==> config.mk <==
export PLATFORM = sky130hd
export DESIGN_NAME = serial_adder_ctrl_flat
export DESIGN_NICKNAME = d
export VERILOG_FILES = /design/src/rtl/serial_adder_ctrl_pkg.sv /design/src/rtl/serial_adder_ctrl_if.sv /design/src/rtl/dataflow_fulladder.sv /design/src/rtl/serial_adder_ctrl.sv /design/src/flat_wrapper.sv
export SDC_FILE = /design/constraint.sdc
export NUM_CORES = 1
export LEC_CHECK = 0
export BUFFER_PORTS_ARGS = -buffer_cell sky130_fd_sc_hd__buf_2
export CAP_MARGIN = 15
export CORE_ASPECT_RATIO = 1.1
export CORE_MARGIN = 2
export CORE_UTILIZATION = 40
export DETAILED_ROUTE_END_ITERATION = 8
export HOLD_SLACK_MARGIN = 0.03
export MAX_ROUTING_LAYER = met4
export RECOVER_POWER = 100
export REMOVE_ABC_BUFFERS = 1
export SYNTH_ARGS = -nofsm -noshare
export SYNTH_HDL_FRONTEND = slang
export SYNTH_SLANG_ARGS = --single-unit
==> constraint.sdc <==
create_clock -name clk -period 1.4 [get_ports clk]
set_input_delay 0.28 -clock clk [delete_from_list [all_inputs] [get_ports clk]]
set_output_delay 0.28 -clock clk [all_outputs]
set_load 0.1 [all_outputs]
==> src/rtl/serial_adder_ctrl_pkg.sv <==
// Shared definitions for the bit-serial adder controller: FSM encoding and
// the bit-counter width helper.
package serial_adder_ctrl_pkg;

    typedef enum logic [1:0] {
        ST_IDLE = 2'd0,
        ST_RUN  = 2'd1,
        ST_DONE = 2'd2
    } state_e;

    // One spare bit over $clog2 so the counter can never wrap, and so that
    // WIDTH=1 still gets a 1-bit counter.
    function automatic int cnt_w(input int width);
        return $clog2(width) + 1;
    endfunction

endpackage

==> src/rtl/serial_adder_ctrl_if.sv <==
// Request/result bundle of the serial adder: the requester drives operands
// and start, the adder returns status and the registered result.
interface serial_adder_ctrl_if #(
    parameter int WIDTH = 8
);
    logic             start;
    logic [WIDTH-1:0] a;
    logic [WIDTH-1:0] b;
    logic             cin;
    logic             busy;
    logic             done;
    logic [WIDTH-1:0] sum;
    logic             cout;

    modport master (output start, a, b, cin, input  busy, done, sum, cout);
    modport slave  (input  start, a, b, cin, output busy, done, sum, cout);
endinterface

==> src/rtl/dataflow_fulladder.sv <==
// 1-bit dataflow full adder, used as the time-multiplexed bit slice.
module dataflow_fulladder (
    input  logic first,
    input  logic second,
    input  logic cin,
    output logic sum,
    output logic cout
);
    assign sum  = first ^ second ^ cin;
    assign cout = (first & second) | (cin & (first ^ second));
endmodule

==> src/rtl/serial_adder_ctrl.sv <==
// Bit-serial WIDTH-bit adder: captures operands on start, adds one bit pair
// per cycle LSB-first through a single full adder, then pulses done with the
// registered sum and carry-out.
module serial_adder_ctrl
    import serial_adder_ctrl_pkg::*;
#(
    parameter int WIDTH = 8
) (
    input  logic              clk,
    input  logic              rst_n,
    serial_adder_ctrl_if.slave bus
);
    localparam int            CW   = cnt_w(WIDTH);
    localparam logic [CW-1:0] LAST = CW'(WIDTH - 1);

    state_e           state_q, state_d;
    logic [WIDTH-1:0] sh_a_q, sh_a_d;
    logic [WIDTH-1:0] sh_b_q, sh_b_d;
    logic [WIDTH-1:0] acc_q, acc_d;
    logic [WIDTH-1:0] sum_q, sum_d;
    logic             carry_q, carry_d;
    logic             cout_q, cout_d;
    logic [CW-1:0]    cnt_q, cnt_d;
    logic             fa_sum, fa_cout;
    logic [WIDTH:0]   acc_ext;

    dataflow_fulladder u_fa (
        .first  (sh_a_q[0]),
        .second (sh_b_q[0]),
        .cin    (carry_q),
        .sum    (fa_sum),
        .cout   (fa_cout)
    );

    // New sum bit enters at the MSB; taking the upper WIDTH bits of the
    // extended vector stays legal when WIDTH=1.
    assign acc_ext = {fa_sum, acc_q};

    // Status is decoded from the state register alone, so it is glitch-free.
    assign bus.busy = (state_q == ST_RUN);
    assign bus.done = (state_q == ST_DONE);
    assign bus.sum  = sum_q;
    assign bus.cout = cout_q;

    // Next-state and datapath update; everything holds unless stated.
    always_comb begin
        state_d = state_q;
        sh_a_d  = sh_a_q;
        sh_b_d  = sh_b_q;
        acc_d   = acc_q;
        sum_d   = sum_q;
        carry_d = carry_q;
        cout_d  = cout_q;
        cnt_d   = cnt_q;
        case (state_q)
            ST_IDLE: begin
                if (bus.start) begin
                    state_d = ST_RUN;
                    sh_a_d  = bus.a;
                    sh_b_d  = bus.b;
                    carry_d = bus.cin;
                    cnt_d   = '0;
                    acc_d   = '0;
                end
            end
            ST_RUN: begin
                acc_d   = acc_ext[WIDTH:1];
                carry_d = fa_cout;
                sh_a_d  = sh_a_q >> 1;
                sh_b_d  = sh_b_q >> 1;
                cnt_d   = cnt_q + 1'b1;
                if (cnt_q == LAST) begin
                    state_d = ST_DONE;
                    sum_d   = acc_ext[WIDTH:1];
                    cout_d  = fa_cout;
                end
            end
            ST_DONE: state_d = ST_IDLE;
            default: state_d = ST_IDLE;
        endcase
    end

    // State and datapath registers; reset abandons any operation in flight.
    always_ff @(posedge clk or negedge rst_n) begin
        if (!rst_n) begin
            state_q <= ST_IDLE;
            sh_a_q  <= '0;
            sh_b_q  <= '0;
            acc_q   <= '0;
            sum_q   <= '0;
            carry_q <= 1'b0;
            cout_q  <= 1'b0;
            cnt_q   <= '0;
        end else begin
            state_q <= state_d;
            sh_a_q  <= sh_a_d;
            sh_b_q  <= sh_b_d;
            acc_q   <= acc_d;
            sum_q   <= sum_d;
            carry_q <= carry_d;
            cout_q  <= cout_d;
            cnt_q   <= cnt_d;
        end
    end

endmodule
==> src/flat_wrapper.sv <==
// flat-port wrapper written by rule: the top's interface ports become plain ports
module serial_adder_ctrl_flat import serial_adder_ctrl_pkg::*;
#(
    parameter int WIDTH = 8
)
  (clk, rst_n, bus_start, bus_a, bus_b, bus_cin, bus_busy, bus_done, bus_sum, bus_cout);
  serial_adder_ctrl_if #(.WIDTH(WIDTH)) bus_i ();
  input  logic clk;
  input  logic rst_n;
  input wire logic [$bits(bus_i.start)-1:0] bus_start;
  input wire logic [$bits(bus_i.a)-1:0] bus_a;
  input wire logic [$bits(bus_i.b)-1:0] bus_b;
  input wire logic [$bits(bus_i.cin)-1:0] bus_cin;
  output wire logic [$bits(bus_i.busy)-1:0] bus_busy;
  output wire logic [$bits(bus_i.done)-1:0] bus_done;
  output wire logic [$bits(bus_i.sum)-1:0] bus_sum;
  output wire logic [$bits(bus_i.cout)-1:0] bus_cout;
  assign bus_i.start = bus_start;
  assign bus_i.a = bus_a;
  assign bus_i.b = bus_b;
  assign bus_i.cin = bus_cin;
  assign bus_busy = bus_i.busy;
  assign bus_done = bus_i.done;
  assign bus_sum = bus_i.sum;
  assign bus_cout = bus_i.cout;
  serial_adder_ctrl #(.WIDTH(WIDTH)) u_core (.clk(clk), .rst_n(rst_n), .bus(bus_i));
endmodule
# Yosys cells after proc, flatten, opt, wreduce, memory -nomap -nowiden

Cells that the tools add are included.

Add/subtract/negate cells: 1
Equal/unequal tests: 5
Muxes and demuxes: 13
Bitwise operators: 5
Reductions and logical operators: 5

Operators with widths:

| cell                | number |
|---|---|
| $pmux 8 s2          | 3 |
| $mux 8              | 3 |
| $pmux 4 s2          | 1 |
| $reduce_and 2->1    | 3 |
| $add 4x1->4 const B | 1 |
| $eq 4x3->1 const B  | 1 |
| $mux 2              | 2 |
| $mux 4              | 1 |
| $pmux 2 s2          | 1 |
| $and 1x1->1         | 2 |
| $eq 2x1->1 const B  | 1 |
| $eq 2x2->1 const B  | 1 |
| $logic_not 2->1     | 1 |
| $ne 2x1->1 const B  | 1 |
| $ne 2x2->1 const B  | 1 |
| $pmux 1 s2          | 1 |
| $reduce_bool 2->1   | 1 |
| $xor 1x1->1         | 2 |
| $mux 1              | 1 |
| $or 1x1->1          | 1 |

Bits in registers: 40
Input bits: 20
Logic and storage cells: 37

# Logic depth before layout (Yosys ltp)

Gate-level depths: netlist of the first run.

Depth in word-level cells: 4
Depth in mapped cells: 5
Depth with buffers taken out: 4

# Cells and area by module

Synthesis of the first run repeated with hierarchy kept, for this count alone.

Cell total of the unflattened synthesis: 155
Area, all modules: 1745.4 um^2

Modules (own cells, without submodules):

| module             | times used | cells an instance | area an instance (um^2) | seq. area each (um^2) |
|---|---|---|---|---|
| serial_adder_ctrl  | 1          | 154               | 1725.4                  | 975.9 |
| dataflow_fulladder | 1          | 1                 | 20.0                    | 0.0 |

# Least setup slack after synthesis of the first run

Ideal clock, no wire load.

Kind: register to output
Start point: register u_core.state_q[0]
End point: output port bus_done
Data arrival time: 1932 ps
Setup slack: -812 ps
Stages on the path, launching flop included: 3
Path buffers: 1
Cells stage by stage: dfrtp_1 -> clkbuf_1 -> nor2b_1

Word-level cells in the longest chain between the ends: 1

RTL lines:

| what                   | line                    | RTL |
|---|---|---|
| from (decl)            | serial_adder_ctrl.sv:16 | `state_e state_q, state_d;` |
| from (signal assigned) | serial_adder_ctrl.sv:95 | `state_q <= state_d;` |
| $eq 2x2->1             | serial_adder_ctrl.sv:41 | `assign bus.done = (state_q == ST_DONE);` |
| to (decl)              | flat_wrapper.sv:15      | `output wire logic [$bits(bus_i.done)-1:0] bus_done;` |

No other way between the ends.

# Final worst setup path of the first run

Ends and elaborated chain as after synthesis.

==> reports/metrics.csv, run 1 <==
stage;metric;value;unit
placed_design;IO buf count;30;
cells_and_area;final std cells w/o fill;247;
global_routing;All-Layer GR Usage;0.1873;
routing;DRT antenna net count;0;
synth;YS warnings;0;
synth;#FFs+latches synth;39;
global_routing;vias in the first global route;1361;
clock_tree;clk buf depth;2;
sta;Worst Clk Skew;0.01082;ns
floorplan;Die H;71.90;um
routing;routed via count;1328;
clock_tree;CTS root buffer;clkbuf_8;
floorplan;die area;4726;sq um
run;max-cap violations;0;
placed_design;routability cong.;0.7198;
worst_hold_path;HP Class;in -> reg;
synth;Yosys cell types;23;
worst_setup_path;CP Max Fanout;4;
clock_tree;H-tree depth;2;
clock_tree;clock-pin slew on the worst setup and hold paths;0.08;ns
routing;wire length per cell;15.62;um
global_routing;total grt overflow;0;
worst_setup_path;CP endpoint kind;output pin;
synth;sequential share of the synthesized area;0.5821;
sta;Final min period;1.470;ns
synth;largest family of logic cells by synthesized area;compound AO/OA/AOI/OAI gates;
floorplan;Initial Util;0.4198;
power;combinational power share;0.514;
routing;initial DRC count;72;
sta;RSZ-0062 raised after global routing;true;
floorplan;core area;3994;sq um
global_routing;initial antenna violation count;0;
floorplan;Row Count;24;
clock_tree;later-pin clock latency in the skew report;0.29;ns
cells_and_area;diodes inserted;0;
sta;fmax;680.2;MHz
sta;fin. max-slew vios;0;
synth;Post-Synth Adder-Cell Area;0.01940;
global_routing;first-pass GRT wire length;6506;um
worst_setup_path;critical path class;reg -> out;
sta;Hold Fails Final Rpt;0;
cells_and_area;Fillers;347;
worst_setup_path;CP max stage cell;dfrtp_2;
cells_and_area;fin nets;216;
power;Power Density;2626;nW/um^2
floorplan;die span in x;65.73;um
routing;DRC viols;0;
cells_and_area;commonest non-fill, non-tap cell in the layout;dfrtp_1;
power;sw frac;0.4439;
floorplan;IO Pins;31;
synth;synthesized area;1677;sq um
cells_and_area;Layout area overhead;34.63;%
synth;instance count of the mapped netlist;146;
placed_design;dpl cells;234;
status;failing checks;negative setup slack;
worst_setup_path;crit path launch type;flip-flop;
status;status;complete, but fails checks;
synth;simple-gate share of the synthesized area;0.09627;
routing;drt via density;5.377;
clock_tree;CTS tree;done;
synth;average cell area after synthesis;11.48;sq um
synth;compound-gate portion of the synthesized area;0.2052;
worst_setup_path;CP arrival;1.19;ns
power;Flop pwr share;0.328;
routing;drt pass-1 iters;4;
worst_setup_path;crit-path leading delay family;flip-flops;
routing;total wire length;3858;um
cells_and_area;fraction of layout cells with a size suffix above 1;0.3846;
sta;Setup WS post-layout;-0.07019;ns
power;Tot Pwr;0.005927;W
clock_tree;Sink Count;39;
sta;final setup vio count;13;
worst_setup_path;CP cell instances;buf_6, nor2b_4, buf_12;
global_routing;pin count of the biggest net entering global routing;24;
cells_and_area;most frequent cells in the layout;dfrtp_1 (38), buf_2 (25), o21ai_0 (18);
power;Psw;0.002631;W
power;Int Power;0.003296;W
sta;setup tns final;-0.2300;ns
worst_setup_path;crit path buf inv count;2;
power;Max VDD drop;0.001460;V
sta;Slew @ Worst Pin;0.4853;ns
placed_design;DP Wirelength;2655;um
power;Pleak;1.055;nW
worst_setup_path;Worst EP required;1.12;ns
synth;post-synthesis mux area share;0.06642;
power;Clk pwr share;0.158;
sta;share of the clock period used by the worst path;1.050;
clock_tree;Num CTS Buffers;5;
sta;slew margin rel.;0.6787;
worst_setup_path;Max stage delay on crit path;0.45;ns
synth;XOR/XNOR Fraction of Synth Area;0;
state kept, by name, indices dropped and copies added (netlist names):
name	cells
u_core.sh_a_q	8
u_core.bus.cout	1
u_core.sh_b_q	8
u_core.acc_q	7
u_core.bus.sum	8
u_core.state_q	2
u_core.cnt_q	4
u_core.carry_q	1
area by class of cell:
type	instances	area (sq um)	area share
flip-flops and latches	39	977.2	0.4329
clock buffers	5	68.82	0.03049
inverters	2	10.01	0.004435
repair buffers	51	389.1	0.1724
clock inverters	3	43.79	0.01940
multi-input cells	95	703.2	0.3115
well taps	52	65.06	0.02882
logic make-up after synthesis:
kind of cell | Yosys count
AOI/OAI and AO/OA | 53
adders and majority gates | 2
muxes | 10
buffers and inverters | 12
and+or+nand+nor | 30
DFF | 39
final timing paths:
| check | startpoint | end | slack, ns | depth (start not counted) |
|---|---|---|---|---|
| max in group asynchronous | rst_n | u_core.state_q[0] | 0.21 | 3 |
| min in group asynchronous | rst_n | u_core.sh_a_q[4] | 0.46 | 2 |
| max | u_core.state_q[0] | bus_done | -0.07 | 3 |
| max reg2reg | u_core.state_q[1] | u_core.sh_b_q[7] | -0.03 | 5 |
| min | bus_b[7] | u_core.sh_b_q[7] | 0.25 | 2 |
| min reg2reg | u_core.sh_b_q[2] | u_core.sh_b_q[2] | 0.49 | 2 |
metrics by stage:
| stage | setup slack [ns] | utilization | instance area (sq um) | hold WS [ns] |
|---|---|---|---|---|
| global placement | 0.007487 | 0.5066 | 2023 | 0.2415 |
| detailed placement | -0.05767 | 0.5066 | 2023 | 0.2464 |
| global route | -0.1010 | 0.5652 | 2257 | 0.2567 |
| CTS | -0.09622 | 0.5630 | 2248 | 0.2503 |
| floorplan | -0.8505 | - | 1633 | -0.01559 |
| finish | -0.07019 | 0.5652 | 2257 | 0.2510 |
cells in the mapped netlist:
library cell,count,area (sq um)
dfrtp_1,39,975.9
o21ai_0,18,90.09
a22oi_1,15,112.6
nand2_1,13,48.80
nor2b_1,10,62.56
mux2_2,9,101.4
a21oi_1,8,40.04
a22o_1,8,70.07
buf_2,5,25.02
clkbuf_1,5,18.77
and2_1,2,12.51
inv_1,2,7.510
nor2_1,2,7.510
a31oi_1,1,6.260
a32o_1,1,10.01
fa_1,1,20.02
ha_1,1,12.51
mux2i_1,1,10.01
nand2b_2,1,8.760
nand3_1,1,5.000
nor3_4,1,16.27
o21bai_1,1,7.510
o31ai_1,1,7.510
metal layers:
metal / global-route usage / up-vias / share of wire
met5: - / - / 0
met4: 0.07870 / 0 / 0.013
met3: 0.02946 / 5 / 0.048
met2: 0.2952 / 36 / 0.48
met1: 0.2417 / 664 / 0.46
li1: - / 623 / -
worst reg2reg max path: cells and delay by family, from the launching register on:
| kind | cells | cell delay (ns) |
|---|---|---|
| AO/OA/AOI/OAI | 2 | 0.40 |
| buffers and inverters | 3 | 0.48 |
| flip-flops | 1 | 0.42 |
power groups by stage:
| stage | clock network [W] | registers [W] | logic (W) |
|---|---|---|---|
| 4_1_cts | 0.000950 | 0.00194 | 0.00305 |
| 3_3_place_gp | 0 | 0.00191 | 0.00276 |
| 6_report | 0.000938 | 0.00195 | 0.00304 |
| 3_5_place_dp | 0 | 0.00194 | 0.00282 |
| 5_1_grt | 0.00101 | 0.00201 | 0.00326 |
| 2_1_floorplan | 0 | 0.00274 | 0.00109 |
repair_timing:
item | in CTS | in global routing
buffers inserted | 1 | 2
gates resized for setup | 18 | 5
cloned | 1 | 0
endpoints found under the hold margin | 16 | 0
hold buffers | 1 | 0
endpoints found under the setup margin | 19 | 19
No activity file was read; power rests on OpenSTA's default activity.
==> run 2, diff against run 1 <==
==> constraint.sdc (replaced) <==
create_clock -name clk -period 1.4 [get_ports clk]
set_input_delay 0.28 -clock clk [delete_from_list [all_inputs] [get_ports clk]]
set_output_delay 0.28 -clock clk [all_outputs]
set_load 0.01 [all_outputs]
==> reports/metrics.csv, run 2 (synthesis gave the netlist of run 1 again) <==
stage;metric;value;unit;change
status;status;complete, but fails checks;;unchanged
status;failing checks;negative setup slack;;unchanged
cells_and_area;diodes inserted;0;;unchanged
global_routing;initial antenna violation count;0;;unchanged
sta;fin. max-slew vios;0;;unchanged
floorplan;IO Pins;31;;unchanged
routing;total wire length;3741;um;was 3858 um
clock_tree;Num CTS Buffers;5;;unchanged
global_routing;vias in the first global route;1385;;was 1361
routing;initial DRC count;61;;was 72
floorplan;die span in x;65.73;um;unchanged
worst_setup_path;critical path class;reg -> out;;unchanged
placed_design;routability cong.;0.8004;;was 0.7198
power;Max VDD drop;0.0008852;V;was 0.001460 V
run;max-cap violations;0;;unchanged
worst_setup_path;Max stage delay on crit path;0.39;ns;was 0.45 ns
power;Power Density;2284;nW/um^2;was 2626 nW/um^2
clock_tree;clock-pin slew on the worst setup and hold paths;0.07;ns;was 0.08 ns
routing;drt via density;5.251;;was 5.377
routing;DRC viols;0;;unchanged
routing;wire length per cell;14.90;um;was 15.62 um
global_routing;pin count of the biggest net entering global routing;24;;unchanged
worst_setup_path;Reg2Reg Setup Slack;-0.03;ns;about the same
routing;drt pass-1 iters;4;;unchanged
cells_and_area;commonest non-fill, non-tap cell in the layout;dfrtp_1;;unchanged
floorplan;Die H;71.90;um;unchanged
clock_tree;CTS root buffer;clkbuf_8;;unchanged
sta;Hold Fails Final Rpt;0;;unchanged
global_routing;total grt overflow;0;;unchanged
sta;setup tns final;-0.2289;ns;was -0.2300 ns
worst_hold_path;HP Class;in -> reg;;unchanged
sta;Final min period;1.451;ns;was 1.470 ns
sta;Slew @ Worst Pin;0.4044;ns;was 0.4853 ns
sta;Worst Clk Skew;0.004640;ns;was 0.01082 ns
placed_design;DP Wirelength;2521;um;was 2655 um
floorplan;Row Count;24;;unchanged
clock_tree;H-tree depth;2;;unchanged
worst_setup_path;CP max stage cell;dfrtp_1;;was dfrtp_2
sta;share of the clock period used by the worst path;1.036;;was 1.050
floorplan;Initial Util;0.4198;;unchanged
clock_tree;Sink Count;39;;unchanged
worst_setup_path;Worst EP required;1.12;ns;about the same
cells_and_area;fraction of layout cells with a size suffix above 1;0.4121;;was 0.3846
floorplan;core area;3994;sq um;unchanged
sta;Setup WS post-layout;-0.05083;ns;was -0.07019 ns
global_routing;All-Layer GR Usage;0.1869;;was 0.1873
sta;fmax;689.3;MHz;was 680.2 MHz
clock_tree;CTS tree;done;;unchanged
worst_setup_path;crit path launch type;flip-flop;;unchanged
cells_and_area;most frequent cells in the layout;dfrtp_1 (38), buf_2 (28), buf_4 (18);;was dfrtp_1 (38), buf_2 (25), o21ai_0 (18)
worst_hold_path;hold_sp;bus_b[7];;unchanged
cells_and_area;Layout area overhead;37.16;%;was 34.63%
sta;RSZ-0062 raised after global routing;true;;unchanged
sta;Hold WS;0.2604;ns;was 0.2510 ns
worst_setup_path;CP startpoint;u_core.state_q[1];;was u_core.state_q[0]
worst_setup_path;reg2reg start;u_core.state_q[1];;unchanged
worst_setup_path;CP dominant cell by count;buf_6;;
sta;final setup vio count;8;;was 13
routing;routed via count;1318;;was 1328
worst_setup_path;CP cell instances;nand2b_4, buf_6, clkinvlp_4, buf_6;;was buf_6, nor2b_4, buf_12
clock_tree;clk buf depth;2;;unchanged
worst_setup_path;CP Max Fanout;3;;was 4
global_routing;first-pass GRT wire length;6644;um;was 6506 um
floorplan;die area;4726;sq um;unchanged
clock_tree;later-pin clock latency in the skew report;0.28;ns;was 0.29 ns
sta;slew margin rel.;0.7304;;was 0.6787
power;Pleak;1.083;nW;was 1.055 nW
worst_setup_path;CP arrival;1.17;ns;was 1.19 ns
routing;DRT antenna net count;0;;unchanged
worst_setup_path;CP endpoint kind;output pin;;unchanged
placed_design;IO buf count;30;;unchanged
cells_and_area;fin nets;220;;was 216
-- run 2: power by group --
group | internal, W | switching (W)
Sequential | 0.00160 | 0.000362
Combinational | 0.00121 | 0.000991
Clock | 0.000712 | 0.000376
Total | 0.00352 | 0.00173
-- run 2: cell type report --
| class | count | area [sq um] |
|---|---|---|
| Fill cell | 354 | 1694 |
| Clock inverter | 2 | 60.06 |
| Multi-Input combinational cell | 95 | 739.5 |
| Timing Repair Buffer | 55 | 374.1 |
| Clock buffer | 6 | 72.57 |
| Sequential cell | 39 | 977.2 |
| Tap cell | 52 | 65.06 |
| Inverter | 2 | 11.26 |
-- run 2: worst max-delay path: cells and delay by family, from the launching register on --
family	cells	cell delay, ns
flops	1	0.39
buf+inv	3	0.34
simple gates	1	0.16
-- run 2: timing repair --
| action | CTS | global route |
|---|---|---|
| hold endpoints to repair | 16 | 0 |
| endpoints found under the setup margin | 18 | 31 |
| hold buffers | 1 | 0 |
| pin swaps | 0 | 0 |
| setup buffers | 5 | 2 |
| gates resized for setup | 22 | 13 |
| gates cloned | 1 | 0 |
-- run 2: metal layers --
layer	vias to the layer above	GRT usage	wire (um)
met4	0	0.04630	33
met1	650	0.2464	1680
met5	-	-	0
met3	5	0.04806	180
met2	36	0.2907	1847
li1	627	-	-
-- run 2: worst paths after layout --
kind,end,cells past startpoint
max,bus_busy,4
min,u_core.sh_b_q[7],2
max reg2reg,u_core.acc_q[2],6
min reg2reg,u_core.sh_b_q[2],2
max in group asynchronous,u_core.state_q[0],3
min in group asynchronous,u_core.bus.sum[1],2
-- run 2: through the flow --
stage | instance area [sq um] | util | setup WS, ns | power [W] | std cells
2_1_floorplan | 1633 | - | -0.4057 | 0.002923 | 136
3_3_place_gp | 1993 | 0.4991 | 0.01170 | 0.003651 | 234
3_5_place_dp | 1993 | 0.4991 | -0.04463 | 0.003735 | 234
4_1_cts | 2248 | 0.5630 | -0.07166 | 0.005142 | 249
5_1_grt | 2300 | 0.5758 | -0.1166 | 0.005655 | 251
6_report | 2300 | 0.5758 | -0.05083 | 0.005252 | 251
==> run 3, diff against run 2 <==
--- a/config.mk
+++ b/config.mk
@@ -8,7 +8,7 @@
 export BUFFER_PORTS_ARGS = -buffer_cell sky130_fd_sc_hd__buf_2
 export CAP_MARGIN = 15
 export CORE_ASPECT_RATIO = 1.1
-export CORE_MARGIN = 2
+export CORE_MARGIN = 10
 export CORE_UTILIZATION = 40
 export DETAILED_ROUTE_END_ITERATION = 8
 export HOLD_SLACK_MARGIN = 0.03
==> reports/metrics.csv, run 3 (synthesis gave the netlist of run 1 again) <==
stage;metric;value;unit;change
power;Max VDD drop;0.001142;V;was 0.0008852 V
clock_tree;later-pin clock latency in the skew report;0.29;ns;was 0.28 ns
worst_setup_path;Worst EP required;1.12;ns;about the same
clock_tree;Num CTS Buffers;5;;unchanged
sta;Setup WS post-layout;-0.04341;ns;was -0.05083 ns
floorplan;Die H;87.90;um;was 71.90 um
worst_hold_path;HP Class;in -> reg;;unchanged
routing;routed via count;1304;;was 1318
floorplan;die area;7184;sq um;was 4726 sq um
placed_design;IO buf count;30;;unchanged
cells_and_area;most frequent cells in the layout;dfrtp_1 (38), o21ai_0 (18), buf_2 (18);;was dfrtp_1 (38), buf_2 (28), buf_4 (18)
routing;drt pass-1 iters;4;;unchanged
placed_design;routability cong.;0.8144;;was 0.8004
sta;slew margin rel.;0.6831;;was 0.7304
worst_setup_path;CP endpoint kind;output pin;;unchanged
routing;total wire length;3941;um;was 3741 um
routing;drt via density;5.301;;was 5.251
placed_design;DP Wirelength;2786;um;was 2521 um
floorplan;core area;3994;sq um;unchanged
power;Pleak;1.013;nW;was 1.083 nW
cells_and_area;Fillers;346;;was 354
worst_setup_path;worst r2r dst;u_core.bus.sum[0];;was u_core.acc_q[2]
clock_tree;CTS tree;done;;unchanged
sta;share of the clock period used by the worst path;1.031;;was 1.036
clock_tree;H-tree depth;2;;unchanged
sta;RSZ-0062 raised after global routing;true;;unchanged
sta;final setup vio count;2;;was 8
sta;Final min period;1.443;ns;was 1.451 ns
sta;Worst Clk Skew;0.009385;ns;was 0.004640 ns
floorplan;die span in x;81.73;um;was 65.73 um
global_routing;pin count of the biggest net entering global routing;24;;unchanged
cells_and_area;diodes inserted;0;;unchanged
cells_and_area;footprint of the multi-input gates;705.7;sq um;was 739.5 sq um
cells_and_area;Layout area overhead;33.06;%;was 37.16%
worst_hold_path;hold_sp;bus_b[7];;unchanged
worst_setup_path;CP Max Fanout;4;;was 3
sta;fmax;692.8;MHz;was 689.3 MHz
clock_tree;clk buf depth;2;;unchanged
sta;fin. max-slew vios;0;;unchanged
worst_setup_path;critical path class;reg -> out;;unchanged
cells_and_area;fin nets;215;;was 220
worst_setup_path;CP arrival;1.16;ns;was 1.17 ns
routing;DRT antenna net count;0;;unchanged
global_routing;initial antenna violation count;0;;unchanged
sta;Hold Fails Final Rpt;0;;unchanged
floorplan;Initial Util;0.4198;;unchanged
status;status;complete, but fails checks;;unchanged
clock_tree;clock-pin slew on the worst setup and hold paths;0.08;ns;was 0.07 ns
worst_setup_path;reg2reg start;u_core.cnt_q[1];;was u_core.state_q[1]
sta;Hold WS;0.2296;ns;was 0.2604 ns
worst_hold_path;hold path depth;2;;unchanged
global_routing;total grt overflow;0;;unchanged
routing;initial DRC count;50;;was 61
global_routing;vias in the first global route;1321;;was 1385
global_routing;first-pass GRT wire length;6458;um;was 6644 um
worst_setup_path;Reg2Reg Setup Slack;0.01;ns;was -0.03 ns
sta;Slew @ Worst Pin;0.4744;ns;was 0.4044 ns
power;Power Density;2304;nW/um^2;was 2284 nW/um^2
global_routing;All-Layer GR Usage;0.1165;;was 0.1869
routing;DRC viols;0;;unchanged
cells_and_area;commonest non-fill, non-tap cell in the layout;dfrtp_1;;unchanged
run;max-cap violations;0;;unchanged
cells_and_area;fraction of layout cells with a size suffix above 1;0.3299;;was 0.4121
worst_setup_path;crit path launch type;flip-flop;;unchanged
worst_setup_path;worst reg2reg path depth;5;;was 6
worst_hold_path;Hold Path Sink;u_core.sh_b_q[7];;unchanged
routing;wire length per cell;16.02;um;was 14.90 um
clock_tree;CTS root buffer;clkbuf_8;;unchanged
cells_and_area;Reg area;977.2;sq um;unchanged
cells_and_area;post-layout util;0.5586;;was 0.5758
status;failing checks;negative setup slack;;unchanged
clock_tree;Sink Count;39;;unchanged
floorplan;IO Pins;31;;unchanged
floorplan;Row Count;24;;unchanged
-- run 3: cell count changes in the layout (fill, tap and decap cells not counted), moves of 2 or more --
cell      previous run  this run
buf_4               18        13
a22oi_1             13        15
buf_2               28        18
a22oi_2              2         0
o21ai_1              6         0
clkbuf_1             1         9
o21ai_0             12        18
-- run 3: worst max path at each step --
stage | start | end | slack, ns | cells past startpoint
after floorplan | u_core.state_q[0] | u_core.cnt_q[3] | -0.41 | 3
after global placement | u_core.state_q[0] | u_core.sh_b_q[5] | 0.009 | 4
after detailed placement | u_core.state_q[0] | u_core.sh_b_q[3] | -0.08 | 4
after CTS | u_core.state_q[1] | bus_done | -0.04 | 3
after global routing | u_core.state_q[1] | bus_busy | -0.1 | 4
final | u_core.state_q[1] | bus_busy | -0.04 | 4
-- run 3: worst max-delay path: stages (launching register included) --
cell and delay [ns]:
dfrtp_1 0.42, nand2b_4 0.17, buf_6 0.13, inv_6 0.06, buf_6 0.10
-- run 3: layout make-up --
| cell class | count | area share |
|---|---|---|
| Sequential cell | 39 | 0.4380 |
| Multi-Input combinational cell | 95 | 0.3163 |
| Timing Repair Buffer | 50 | 0.1497 |
| Clock buffer | 5 | 0.03085 |
| Clock inverter | 3 | 0.03029 |
| Tap cell | 52 | 0.02916 |
| Inverter | 2 | 0.005609 |
-- run 3: where the power goes --
group	switching, W	internal, W
clock network	0.000408	0.000711
logic	0.000970	0.00111
registers	0.000348	0.00160
-- run 3: per-stage QoR --
stage	setup WS, ns	cells	total power, W	TNS, ns	area [sq um]
floorplan	-0.4057	136	0.002923	-8.609	1633
global placement	0.009117	235	0.003721	0	2001
detailed placement	-0.07844	235	0.003781	-0.2711	2001
CTS	-0.04287	245	0.005032	-0.1244	2192
global route	-0.09687	246	0.005505	-1.138	2231
finish	-0.04341	246	0.005139	-0.04946	2231
-- run 3: per-layer routing --
metal,track usage,vias to the layer above,part of all wire
li1,-,614,-
met1,0.1510,650,0.48
met2,0.1655,35,0.46
met3,0.04406,5,0.059
met4,0.03251,0,0.0091
met5,-,-,0
-- run 3: timing repair --
item,4_1_cts,5_1_grt
hold buffers,1,0
buffers inserted,1,1
endpoints found under the hold margin,16,0
gates resized for setup,11,15
gates cloned,0,0
endpoints found under the setup margin,17,28
